**config.mk**
```make
export PLATFORM = sky130hd
export DESIGN_NAME = byte_demux8_loader
export DESIGN_NICKNAME = d
export VERILOG_FILES = /design/src/rtl/tea_pkg.sv /design/src/rtl/byte_demux8_loader.sv
export SDC_FILE = /design/constraint.sdc
export NUM_CORES = 1
export LEC_CHECK = 0
export CAP_MARGIN = 20
export CORE_MARGIN = 4
export CORE_UTILIZATION = 52
export CTS_CLUSTER_SIZE = 20
export DETAILED_ROUTE_END_ITERATION = 8
export GPL_TIMING_DRIVEN = 0
export MAX_ROUTING_LAYER = met4
export PLACE_DENSITY = 0.85
export SETUP_SLACK_MARGIN = 0.5
export SLEW_MARGIN = 20
export SYNTH_ARGS = -nofsm -noshare
export SYNTH_HDL_FRONTEND = slang
export SYNTH_SLANG_ARGS = --single-unit
```
**constraint.sdc**
```tcl
create_clock -name clk -period 3 [get_ports clk]
set_clock_uncertainty 0.15 [all_clocks]
set_input_delay 0.75 -clock clk [delete_from_list [all_inputs] [get_ports clk]]
set_output_delay 0.75 -clock clk [all_outputs]
set_load 0.01 [all_outputs]
```
**src/rtl/tea_pkg.sv**
```systemverilog
// Shared TEA datapath types: byte slot type, slot count and loader state encoding.
package tea_pkg;

  typedef logic [7:0] byte_t;

  localparam int NSLOT = 8;
  localparam int IDX_W = 3;

  typedef enum logic {
    ST_FILL = 1'b0,
    ST_FULL = 1'b1
  } state_e;

endpackage

```
**src/rtl/byte_demux8_loader.sv**
```systemverilog
// 1-to-8 byte distributor: steers an in-order byte stream into eight slots and
// presents the assembled 64-bit block behind a valid/ready completion handshake.
//
// Handshakes: a byte moves when in_valid_i & in_ready_o at a rising edge; a block
// moves when blk_valid_o & blk_ready_i at a rising edge. Neither valid may depend
// on its ready, and in_data_i must stay stable while in_valid_i waits.
module byte_demux8_loader
  import tea_pkg::*;
(
  input  logic       clk,
  input  logic       rst_n,
  input  logic       clr_i,
  input  byte_t      in_data_i,
  input  logic       in_valid_i,
  output logic       in_ready_o,
  output byte_t      out0_o,
  output byte_t      out1_o,
  output byte_t      out2_o,
  output byte_t      out3_o,
  output byte_t      out4_o,
  output byte_t      out5_o,
  output byte_t      out6_o,
  output byte_t      out7_o,
  output logic [2:0] sel_o,
  output logic       blk_valid_o,
  input  logic       blk_ready_i,
  output state_e     dbg_state_o
);

  localparam logic [IDX_W-1:0] SEL_LAST = IDX_W'(NSLOT - 1);

  state_e           state_q, state_d;
  logic [IDX_W-1:0] sel_q, sel_d;
  byte_t            slot_q [NSLOT];
  byte_t            slot_d [NSLOT];
  logic [NSLOT-1:0] slot_wen;
  logic             accept;

  // CLR gates IN_READY so a byte presented alongside a flush is never consumed.
  assign in_ready_o  = (state_q == ST_FILL) && !clr_i;
  assign accept      = in_valid_i && in_ready_o;
  assign blk_valid_o = (state_q == ST_FULL);
  assign sel_o       = sel_q;
  assign dbg_state_o = state_q;

  assign out0_o = slot_q[0];
  assign out1_o = slot_q[1];
  assign out2_o = slot_q[2];
  assign out3_o = slot_q[3];
  assign out4_o = slot_q[4];
  assign out5_o = slot_q[5];
  assign out6_o = slot_q[6];
  assign out7_o = slot_q[7];

  always_comb begin
    slot_wen = '0;
    if (accept) slot_wen[sel_q] = 1'b1;
  end

  always_comb begin
    state_d = state_q;
    sel_d   = sel_q;
    slot_d  = slot_q;
    if (clr_i) begin
      state_d = ST_FILL;
      sel_d   = '0;
      slot_d  = '{default: '0};
    end else begin
      case (state_q)
        ST_FILL: begin
          if (accept) begin
            sel_d = sel_q + 3'd1;
            if (sel_q == SEL_LAST) state_d = ST_FULL;
          end
          for (int i = 0; i < NSLOT; i++) begin
            if (slot_wen[i]) slot_d[i] = in_data_i;
          end
        end
        ST_FULL: begin
          if (blk_ready_i) state_d = ST_FILL;
        end
        default: state_d = ST_FILL;
      endcase
    end
  end

  always_ff @(posedge clk or negedge rst_n) begin
    if (!rst_n) begin
      state_q <= ST_FILL;
      sel_q   <= '0;
      slot_q  <= '{default: '0};
    end else begin
      state_q <= state_d;
      sel_q   <= sel_d;
      slot_q  <= slot_d;
    end
  end

endmodule

```
; ---- Word-level counts from Yosys, hierarchy flattened
; Cells that the tools add are included.
[word_totals]
reg_bits = 68
latchBits = 0
mem_bits_rw = 0
rom_bits = 0
in_bits = 13
out_inout_bits = 70
elab_cells = 59
memories = 0
[classes]
addsub = 1
mul = 0
n_div = 0
order_cmp = 2
n_eq_ne = 2
shift = 0
n_mux = 21
bitwise_logic = 1
n_reduce_logical = 22
[ops]
columns = operator, count
row1 = $mux W64, 2
row2 = $mux W8, 9
row3 = $reduce_and A2 Y1, 9
row4 = $reduce_bool A2 Y1, 9
row5 = $mux W3, 3
row6 = $mux W1, 5
row7 = $lt A3 B4 Y1 const B, 1
row8 = $add A3 B1 Y3 const B, 1
row9 = $demux W1 S3, 1
row10 = $eq A3 B3 Y1 const B, 1
row11 = $ge A3 B1 Y1 const B, 1
row12 = $logic_and A1 B1 Y1, 3
row13 = $ne A2 B2 Y1 const B, 1
row14 = $pmux W1 S2, 1
row15 = $logic_not A1 Y1, 1
row16 = $not A1 Y1, 1

; ---- Logic depth before layout (Yosys ltp)
; Gate-level depths: netlist of the first run.
[logic_depth]
ltp_word = 8
depth_mapped = 5
depth_no_buf = 5

; ---- Worst setup path after synthesis of the first run
; OpenSTA, ideal clock, no wires.
[synth_timing]
kind = input-to-output
startpoint = in clr_i
endpoint = out in_ready_o
arrival_ps = 1356
required_ps = 2100
path_slack_ps = 744
cell_stages = 3
n_path_buf = 2
path_cell_list = clkbuf_1 > clkbuf_1 > nor2_1
[synth_between]
elab_chain_cells = 2
[synth_rtl]
columns = item, line_no
row1 = "start, declared", byte_demux8_loader.sv:12  ; input logic clr_i,
row2 = $logic_not A1 Y1, byte_demux8_loader.sv:40  ; assign in_ready_o = (state_q == ST_FILL) && !clr_i;
row3 = $logic_and A1 B1 Y1, byte_demux8_loader.sv:40
row4 = "end, declared", byte_demux8_loader.sv:15  ; output logic in_ready_o,
; No other way between the ends.

; ---- Worst setup path in the final report of the first run
; Ends and elaborated chain as after synthesis.

==> run metrics, run 1 <==
status=complete, no violations; die area=7330 µm²; stages on the worst setup path=5; Max clock buf depth=2; Fill cells=439; Row Count=28; register bit total from synthesis=68; htree depth=3; crit end category=output port; Slew headroom=60.5%; Power, Total=2.11 mW; CP peak stage delay=0.22 ns; Clk Latency, worst-skew pair=0.34 ns; Routed Antenna Nets=0; initial drt markers=149; critical path arrival=1.57 ns; Reg clk slew, reported paths=0.07 ns; setup TNS=0 ns; area grow syn2layout=38.4%; critical path launch point type=input pin; leading cell types in the layout, fill and taps excluded=clkdlybuf4s50_1 (78), dfrtp_1 (68), nand2b_1 (64); # DRC=0; Final HPWL DP=5180 µm; layout cells sized above 1=10.5%; CTS tree=done; Die W=85.6 µm; syn nets=278; die height=85.6 µm; CTS Buf Count=9; RSZ-0062 raised after global routing=no; Pleak=2.15 nW; CP Cell Sequence=clkdlybuf4s15_1 > clkbuf_8 > clkbuf_8 > nor2_1 > buf_2; synthesized cell area=3130 µm²; GRT overflow=0; crit path buf inv count=4; antenna violations before repair=0; vias in the first global route=2417; vias per cell=5.26; Synth top area share=54.3%; commonest non-fill, non-tap cell in the layout=clkdlybuf4s50_1; critical-path maximum fanout=10; final period utilization=82.5%; final-stage net count=372; Max Fclk=0.404 GHz; core box area=5890 µm²; Antenna diodes=0; Synth Warn #=0; Crit path required time=2.10 ns; clock root buffer=clkbuf_8; Vias=2299; Sinks on Clock Net=68; final hold violations=0; Peak VDD IR=0.298 mV; # hold bufs at CTS=0; CP max stage cell=clkdlybuf4s15_1; post-synthesis cell type count=24; # setup viols final=0; Max Slew Vio Count=0; final wirelength=7880 µm; syn avg cell area=11.9 µm²; worst min path class=in2async; Max Cap Viol=0; Total GRT Usage=23.7%; power per cell area=487 nW/µm²; Final GP Congestion=0.765; FF-to-FF path depth=5; Synth Instances=263; top cells by area, synth=dfrtp_1 (54%), mux2i_1 (19%), nand2b_1 (13%); Initial Utilization=53.2%; most used cell, CP=clkbuf_8; worst slew pin tran=0.592 ns; WS Path Type=in2out; wire length of the first global-routing pass=12800 µm; largest net degree at the start of global routing=56; WL/cell=18.0 µm; Synth area leader=dfrtp_1; Ports=83; Seq/Total Area, Yosys=54.3%; CP top delay family=buffers and inverters; crit path time final=2.47 ns; First-pass DRT Iterations=4; port bufs=81
## power breakdown
| group | internal, mW | switching, mW | total (mW) |
|---|---|---|---|
| clock | 0.597 | 0.338 | 0.934 |
| combinational | 0.105 | 0.116 | 0.221 |
| sequential | 0.937 | 0.0173 | 0.955 |
## final cells by class
type / count / area [µm²] / share of cell area [%]
buffer: 22 / 118 / 2.71
timing repair buffer: 83 / 838 / 19.3
sequential: 68 / 1700 / 39.3
tap: 75 / 93.8 / 2.17
clock buffer: 12 / 155 / 3.58
multi-input combinational: 173 / 1330 / 30.7
clock inverter: 4 / 95.1 / 2.19
## state kept, by name, summed over array words and instances, names as in the netlist
signal,flops
out6_o,8
out1_o,8
out3_o,8
out4_o,8
out7_o,8
out2_o,8
sel_o,3
blk_valid_o,1
out0_o,8
out5_o,8
## worst register-to-register path: stages, from the launching register on
cell and delay, ns:
dfrtp_1 0.41, buf_4 0.18, nor2b_1 0.11, clkbuf_2 0.18, nand3_2 0.29, mux2i_1 0.21
## cells in the mapped netlist, drive strengths merged
| master | number |
|---|---|
| buf | 5 |
| nor3b | 1 |
| o21ai | 16 |
| xnor2 | 1 |
| mux2i | 58 |
| and3b | 1 |
| nand2b | 64 |
| ha | 2 |
| nor2b | 10 |
| nand3 | 4 |
| dfrtp | 68 |
| nor2 | 6 |
| clkbuf | 17 |
| nand3b | 1 |
| nor4b | 1 |
| mux2 | 1 |
| nor3 | 1 |
| nand2 | 5 |
| nand4 | 1 |
## per-layer routing
metal  up-vias  track usage [%]  share of wire [%]
met5         -                -                  0
li1       1053                -                  -
met2        80             36.2                 50
met4         0             9.93                1.9
met3        14             3.94                4.7
met1      1152             31.6                 44
## final timing paths
check	start	endpoint	slack [ns]
worst max-delay path	clr_i	in_ready_o	0.53
min in group clk	out6_o[4]	out6_o[4]	0.40
worst min register to register	out6_o[4]	out6_o[4]	0.40
worst min-delay path	rst_n	out4_o[2]	0.11
worst max register to register	sel_o[2]	out2_o[5]	1.33
max in group asynchronous	rst_n	out7_o[0]	2.07
## metrics by stage
step | hold slack [ns] | cell area, µm² | util, % | std cells | setup WS [ns]
finish | 0.107 | 4330 | 73.6 | 437 | 0.525
global route | 0.106 | 4330 | 73.6 | 437 | 0.503
CTS | 0.0964 | 4330 | 73.6 | 437 | 0.501
detailed placement | 0.384 | 4060 | 69.0 | 420 | -0.464
global placement | 0.381 | 4040 | 68.6 | 419 | -1.21
floorplan | 0.304 | 3130 | - | 263 | 0.744
## cells by family (layout without fill, tap and decap cells)
kind of cell	count (synthesis)	in the layout	synth area share [%]
buf+inv	22	121	3.12
xor+xnor	1	1	0.280
compound gates	16	16	2.56
flops	68	68	54.3
simple gates	95	95	20.0
mux	59	59	18.9
fa+ha+maj	2	2	0.799
## what timing repair did
| action | CTS | global route |
|---|---|---|
| buffers inserted | 1 | 0 |
| endpoints found under the setup margin | 1 | 1 |
| resized for setup | 11 | 1 |
No activity file was read; power rests on OpenSTA's default activity.
==> run 2, diff against run 1 <==
--- a/config.mk
+++ b/config.mk
@@ -7,12 +7,12 @@
 export LEC_CHECK = 0
 export CAP_MARGIN = 20
 export CORE_MARGIN = 4
-export CORE_UTILIZATION = 52
+export CORE_UTILIZATION = 48
 export CTS_CLUSTER_SIZE = 20
 export DETAILED_ROUTE_END_ITERATION = 8
 export GPL_TIMING_DRIVEN = 0
 export MAX_ROUTING_LAYER = met4
-export PLACE_DENSITY = 0.85
+export PLACE_DENSITY = 0.79
 export SETUP_SLACK_MARGIN = 0.5
 export SLEW_MARGIN = 20
 export SYNTH_ARGS = -nofsm -noshare
==> constraint.sdc (replaced) <==
create_clock -name clk -period 2.55 [get_ports clk]
set_clock_uncertainty 0.15 [all_clocks]
set_input_delay 0.6375 -clock clk [delete_from_list [all_inputs] [get_ports clk]]
set_output_delay 0.6375 -clock clk [all_outputs]
set_load 0.01 [all_outputs]
==> run 2 against run 1 <==
  * Core utilization is 4.3 points lower
  * Sequential power increased by 17%
  * Die area rose by 7.5%
  * Clock power increased by 12%
  * Via count is 2.3% lower
  * Non-clock buffer count is 2 higher
  * Cell count increased by 0.92%
  * Sequential share of layout area is 0.57 points lower
  * Routed wire length fell by 0.57%
  * Final area increased by 1.6%
==> run metrics, run 2 (same netlist as run 1, synthesis figures left out) <==
Max Slew Vio Count=0 (unchanged); # setup viols final=0 (unchanged); placed cell count=422 (was 420); Final HPWL DP=5030 µm (was 5180 µm); Multi-input gate area=1340 µm² (was 1330 µm²); Setup WS post-layout=0.529 ns (was 0.525 ns); crit end category=output port (unchanged); power per cell area=551 nW/µm² (was 487 nW/µm²); Antenna diodes=0 (unchanged); vias in the first global route=2264 (was 2417); Critical R2R Launch=sel_o[2] (unchanged); Max Fclk=0.495 GHz; worst slew pin tran=0.620 ns (was 0.592 ns); Total GRT Usage=21.9% (was 23.7%); wire length on met2=3440 µm (was 3910 µm); critical path arrival=1.23 ns (was 1.57 ns); Vias=2247 (was 2299); vias per cell=5.10 (was 5.26); Area after DPL=4060 µm² (about the same); Post-Place Worst Slack=-0.684 ns (was -0.464 ns); crit path time final=2.02 ns; Clk Latency, worst-skew pair=0.34 ns (about the same); Reg clk slew, reported paths=0.07 ns (about the same); Pleak=3.02 nW (was 2.15 nW); Worst R2R End=out2_o[0] (was out2_o[5]); Ports=83 (unchanged); RSZ-0062 raised after global routing=yes (was no); area grow syn2layout=40.6% (was 38.4%); port bufs=81 (unchanged); fin cells=441 (was 437); Max clock buf depth=2 (unchanged); crit path buf inv count=1 (was 4); Highest Signal Layer=met4 (unchanged); CTS tree=done (unchanged); register-to-register setup slack=0.87 ns (was 1.33 ns); WL/cell=17.8 µm (was 18.0 µm); antenna violations before repair=0 (unchanged); final-stage net count=374 (was 372); Fill cells=499 (was 439); DRT met1 WL=3800 µm (was 3450 µm); leading cell types in the layout, fill and taps excluded=dfrtp_1 (67), nand2b_1 (64), mux2i_1 (58) (was clkdlybuf4s50_1 (78), dfrtp_1 (68), nand2b_1 (64)); Sinks on Clock Net=68 (unchanged); setup TNS=0 ns (unchanged); htree depth=3 (unchanged); critical-path maximum fanout=2 (was 10); clock root buffer=clkbuf_8 (unchanged); die height=88.8 µm (was 85.6 µm); WS Path Type=reg2out (was in2out); status=complete, no violations (unchanged); critical path launch point type=flop (was input pin); Row Count=29 (was 28); Routed Antenna Nets=0 (unchanged); wire length of the first global-routing pass=12300 µm (was 12800 µm); CTS Buf Count=9 (unchanged); core box area=6350 µm² (was 5890 µm²); worst min path class=in2async (unchanged); CP top delay family=buffers and inverters (unchanged); initial drt markers=122 (was 149); final period utilization=79.3%; GRT overflow=0 (unchanged); Initial Utilization=49.3% (was 53.2%); FF-to-FF path depth=5 (unchanged); CP Cell Sequence=clkdlybuf4s50_1 (was clkdlybuf4s15_1 > clkbuf_8 > clkbuf_8 > nor2_1 > buf_2); fin area=4400 µm² (was 4330 µm²); commonest non-fill, non-tap cell in the layout=dfrtp_1 (was clkdlybuf4s50_1); CP peak stage delay=0.54 ns (was 0.22 ns); Max Cap Viol=0 (unchanged); Reg area=1700 µm² (about the same); layout cells sized above 1=11.5% (was 10.5%); Slew headroom=58.7% (was 60.5%); die area=7880 µm² (was 7330 µm²); Die W=88.8 µm (was 85.6 µm); CP max stage cell=clkdlybuf4s50_1 (was clkdlybuf4s15_1); largest net degree at the start of global routing=44 (was 56); First-pass DRT Iterations=4 (unchanged); Crit path required time=1.76 ns (was 2.10 ns); met3 routed WL=468 µm (was 367 µm); Final GP Congestion=0.763 (was 0.765); Peak VDD IR=0.476 mV (was 0.298 mV); final hold violations=0 (unchanged); final wirelength=7830 µm (was 7880 µm); # DRC=0 (unchanged)
run 2: changes by cell type in the layout (fill, tap and decap cells not counted), moves of 2 or more:
| cell | delta |
|---|---|
| clkdlybuf4s50_1 | -64 |
| dlymetal6s2s_1 | +42 |
| dlygate4sd2_1 | +22 |
| buf_4 | +2 |
| clkbuf_8 | -2 |
run 2: worst max path at each step:
stage | start | end | slack [ns] | depth (start not counted)
floorplan | clr_i | in_ready_o | 0.52 | 3
global placement | rst_n | out7_o[5] | -1.53 | 1
detailed placement | clr_i | in_ready_o | -0.68 | 5
CTS | clr_i | in_ready_o | 0.44 | 5
global route | clr_i | in_ready_o | 0.50 | 5
finish | out6_o[5] | out6_o[5] | 0.53 | 1
run 2: where the power goes:
group / leakage (nW) / total (mW) / internal (mW) / switching, mW
Sequential: 0.941 / 1.12 / 1.10 / 0.0168
Clock: 0.117 / 1.05 / 0.647 / 0.405
Combinational: 1.96 / 0.253 / 0.112 / 0.141
run 2: cell type report:
type | count | share of cell area (%)
sequential | 68 | 38.7
multi-input combinational | 173 | 30.3
timing repair buffer | 85 | 20.9
clock buffer | 11 | 2.98
buffer | 22 | 2.67
clock inverter | 5 | 2.27
tap | 77 | 2.19
run 2: routing by layer:
metal | vias to the layer above | GRT usage, %
li1 | 1066 | -
met5 | - | -
met4 | 0 | 6.18
met2 | 65 | 29.1
met3 | 12 | 6.42
met1 | 1104 | 32.2
run 2: through the flow:
stage / power (mW) / utilization, % / hold slack (ns)
detailed placement: 1.40 / 63.9 / 0.384
global route: 2.52 / 69.3 / 0.0533
global placement: 1.39 / 63.6 / 0.378
finish: 2.42 / 69.3 / 0.0447
CTS: 2.44 / 67.7 / 0.0500
floorplan: 1.27 / - / 0.192
run 2: repair_timing:
action	in CTS	in global routing
hold endpoints to repair	0	0
setup endpoints to repair	63	45
hold buffers	0	0
setup buffers	3	0
pin swaps	1	0
gates resized for setup	36	44
==> run 3, diff against run 2 <==
==> constraint.sdc (replaced) <==
create_clock -name clk -period 1.9 [get_ports clk]
set_clock_uncertainty 0.15 [all_clocks]
set_input_delay 0.475 -clock clk [delete_from_list [all_inputs] [get_ports clk]]
set_output_delay 0.475 -clock clk [all_outputs]
set_load 0.01 [all_outputs]
==> run 3 against run 2 <==
  * First-iteration DRC count fell by 41%
  * Largest cell class unchanged
  * Worst hold slack better by 0.29 ns
  * Final area grew 2.9%
  * Sequential power grew 35%
  * Flip-flop and latch count unchanged
  * Non-clock buffer count grew 33
  * Global-route usage increased by 2.0 points
  * Cell count is 7.5% higher
  * Register-to-register slack got worse by 0.71 ns
  * Core utilization increased by 2.0 points
==> run metrics, run 3 (same netlist as run 1, synthesis figures left out) <==
CP max stage cell=dfrtp_1 (was clkdlybuf4s50_1); status=complete, no violations (unchanged); critical path arrival=1.15 ns (was 1.23 ns); core box area=6350 µm² (unchanged); RSZ-0062 raised after global routing=yes (unchanged); antenna violations before repair=0 (unchanged); Reg clk slew, reported paths=0.07 ns (about the same); largest net degree at the start of global routing=44 (unchanged); CTS tree=done (unchanged); Initial Utilization=49.3% (unchanged); worst min path class=in2reg (was in2async); Power, Total=3.12 mW (was 2.42 mW); final wirelength=8630 µm (was 7830 µm); CP top delay family=flip-flops (was buffers and inverters); final hold violations=0 (unchanged); Area after DPL=4190 µm² (was 4060 µm²); WHS=0.337 ns (was 0.0447 ns); WL/cell=18.2 µm (was 17.8 µm); Max Cap Viol=0 (unchanged); Peak VDD IR=0.612 mV (was 0.476 mV); Antenna diodes=0 (unchanged); WS Path Type=reg2out (unchanged); # DRC=0 (unchanged); Die W=88.8 µm (unchanged); Final HPWL DP=5260 µm (was 5030 µm); vias per cell=5.17 (was 5.10); CTS Buf Count=9 (unchanged); vias in the first global route=2489 (was 2264); setup TNS=0 ns (unchanged); commonest non-fill, non-tap cell in the layout=dfrtp_1 (unchanged); Max Slew Vio Count=0 (unchanged); fin area=4530 µm² (was 4400 µm²); critical-path maximum fanout=2 (unchanged); initial drt markers=72 (was 122); Row Count=29 (unchanged); Routed Antenna Nets=0 (unchanged); Setup WS post-layout=0.124 ns (was 0.529 ns); Max clock buf depth=2 (unchanged); Clk Latency, worst-skew pair=0.34 ns (about the same); power per cell area=689 nW/µm² (was 551 nW/µm²); Crit path required time=1.27 ns (was 1.76 ns); fin cells=474 (was 441); Vias=2450 (was 2247); crit path time final=1.78 ns; Post-Place Worst Slack=-0.677 ns (was -0.684 ns); CP peak stage delay=0.40 ns (was 0.54 ns); crit path buf inv count=3 (was 1); worst slew pin tran=0.687 ns (was 0.620 ns); Max Fclk=0.563 GHz; final-stage net count=407 (was 374); Slew headroom=54.2% (was 58.7%); area grow syn2layout=44.6% (was 40.6%); die area=7880 µm² (unchanged); GRT overflow=0 (unchanged); port bufs=81 (unchanged); final period utilization=93.5%; # setup viols final=0 (unchanged); most used cell, CP=buf_6; layout cells sized above 1=42.3% (was 11.5%); Ports=83 (unchanged); Final GP Congestion=0.746 (was 0.763); clock root buffer=clkbuf_8 (unchanged); crit end category=output port (unchanged); First-pass DRT Iterations=6 (was 4); htree depth=3 (unchanged); critical path launch point type=flop (unchanged); Total GRT Usage=23.9% (was 21.9%); placed cell count=422 (unchanged); Core Util, Final=71.3% (was 69.3%); wire length of the first global-routing pass=13500 µm (was 12300 µm); Pleak=2.55 nW (was 3.02 nW); leading cell types in the layout, fill and taps excluded=dfrtp_1 (67), nand2b_1 (64), buf_2 (60) (was dfrtp_1 (67), nand2b_1 (64), mux2i_1 (58)); Sinks on Clock Net=68 (unchanged); CP Cell Sequence=buf_6 > buf_12 > nor2_4 > buf_6 (was clkdlybuf4s50_1); die height=88.8 µm (unchanged)
-- run 3: final timing paths --
| kind | start | to | slack (ns) | cells past startpoint |
|---|---|---|---|---|
| setup / recovery | blk_valid_o | in_ready_o | 0.12 | 4 |
| min in group asynchronous | rst_n | out3_o[1] | 0.42 | 2 |
| hold reg to reg | out3_o[3] | out3_o[3] | 0.40 | 2 |
| max in group asynchronous | rst_n | sel_o[0] | 0.62 | 3 |
| setup reg to reg | blk_valid_o | out5_o[0] | 0.16 | 6 |
| hold / removal | in_valid_i | out7_o[6] | 0.34 | 3 |
-- run 3: repair_timing --
| item | 4_1_cts | 5_1_grt |
|---|---|---|
| endpoints found under the setup margin | 137 | 138 |
| pin swaps | 13 | 12 |
| resized for setup | 328 | 20 |
| hold endpoints to repair | 25 | 0 |
| hold buffers | 1 | 0 |
| setup buffers | 21 | 14 |
-- run 3: area by class of cell --
cell class | instances | area (µm²)
Fill cell | 472 | 1820
Sequential cell | 68 | 1700
Timing Repair Buffer | 118 | 853
Clock inverter | 6 | 63.8
Tap cell | 77 | 96.3
Buffer | 22 | 191
Multi-Input combinational cell | 173 | 1480
Clock buffer | 10 | 138
-- run 3: power breakdown --
part	total, mW	internal (mW)	switching [mW]	leakage (nW)
Combinational	0.398	0.183	0.215	1.51
Sequential	1.51	1.48	0.0257	0.941
Clock	1.22	0.639	0.576	0.0983
-- run 3: per-layer routing --
| layer | global-route usage [%] | routed length [µm] | part of all wire [%] | vias up |
|---|---|---|---|---|
| li1 | - | - | - | 1133 |
| met1 | 32.1 | 3870 | 45 | 1235 |
| met2 | 35.9 | 4120 | 48 | 73 |
| met3 | 5.96 | 534 | 6.2 | 9 |
| met4 | 7.14 | 106 | 1.2 | 0 |
| met5 | - | 0 | 0 | - |
-- run 3: tightest hold or removal path, stage by stage --
cell,delay (ns)
buf_12,0.12
nand3_4,0.13
o21ai_2,0.06
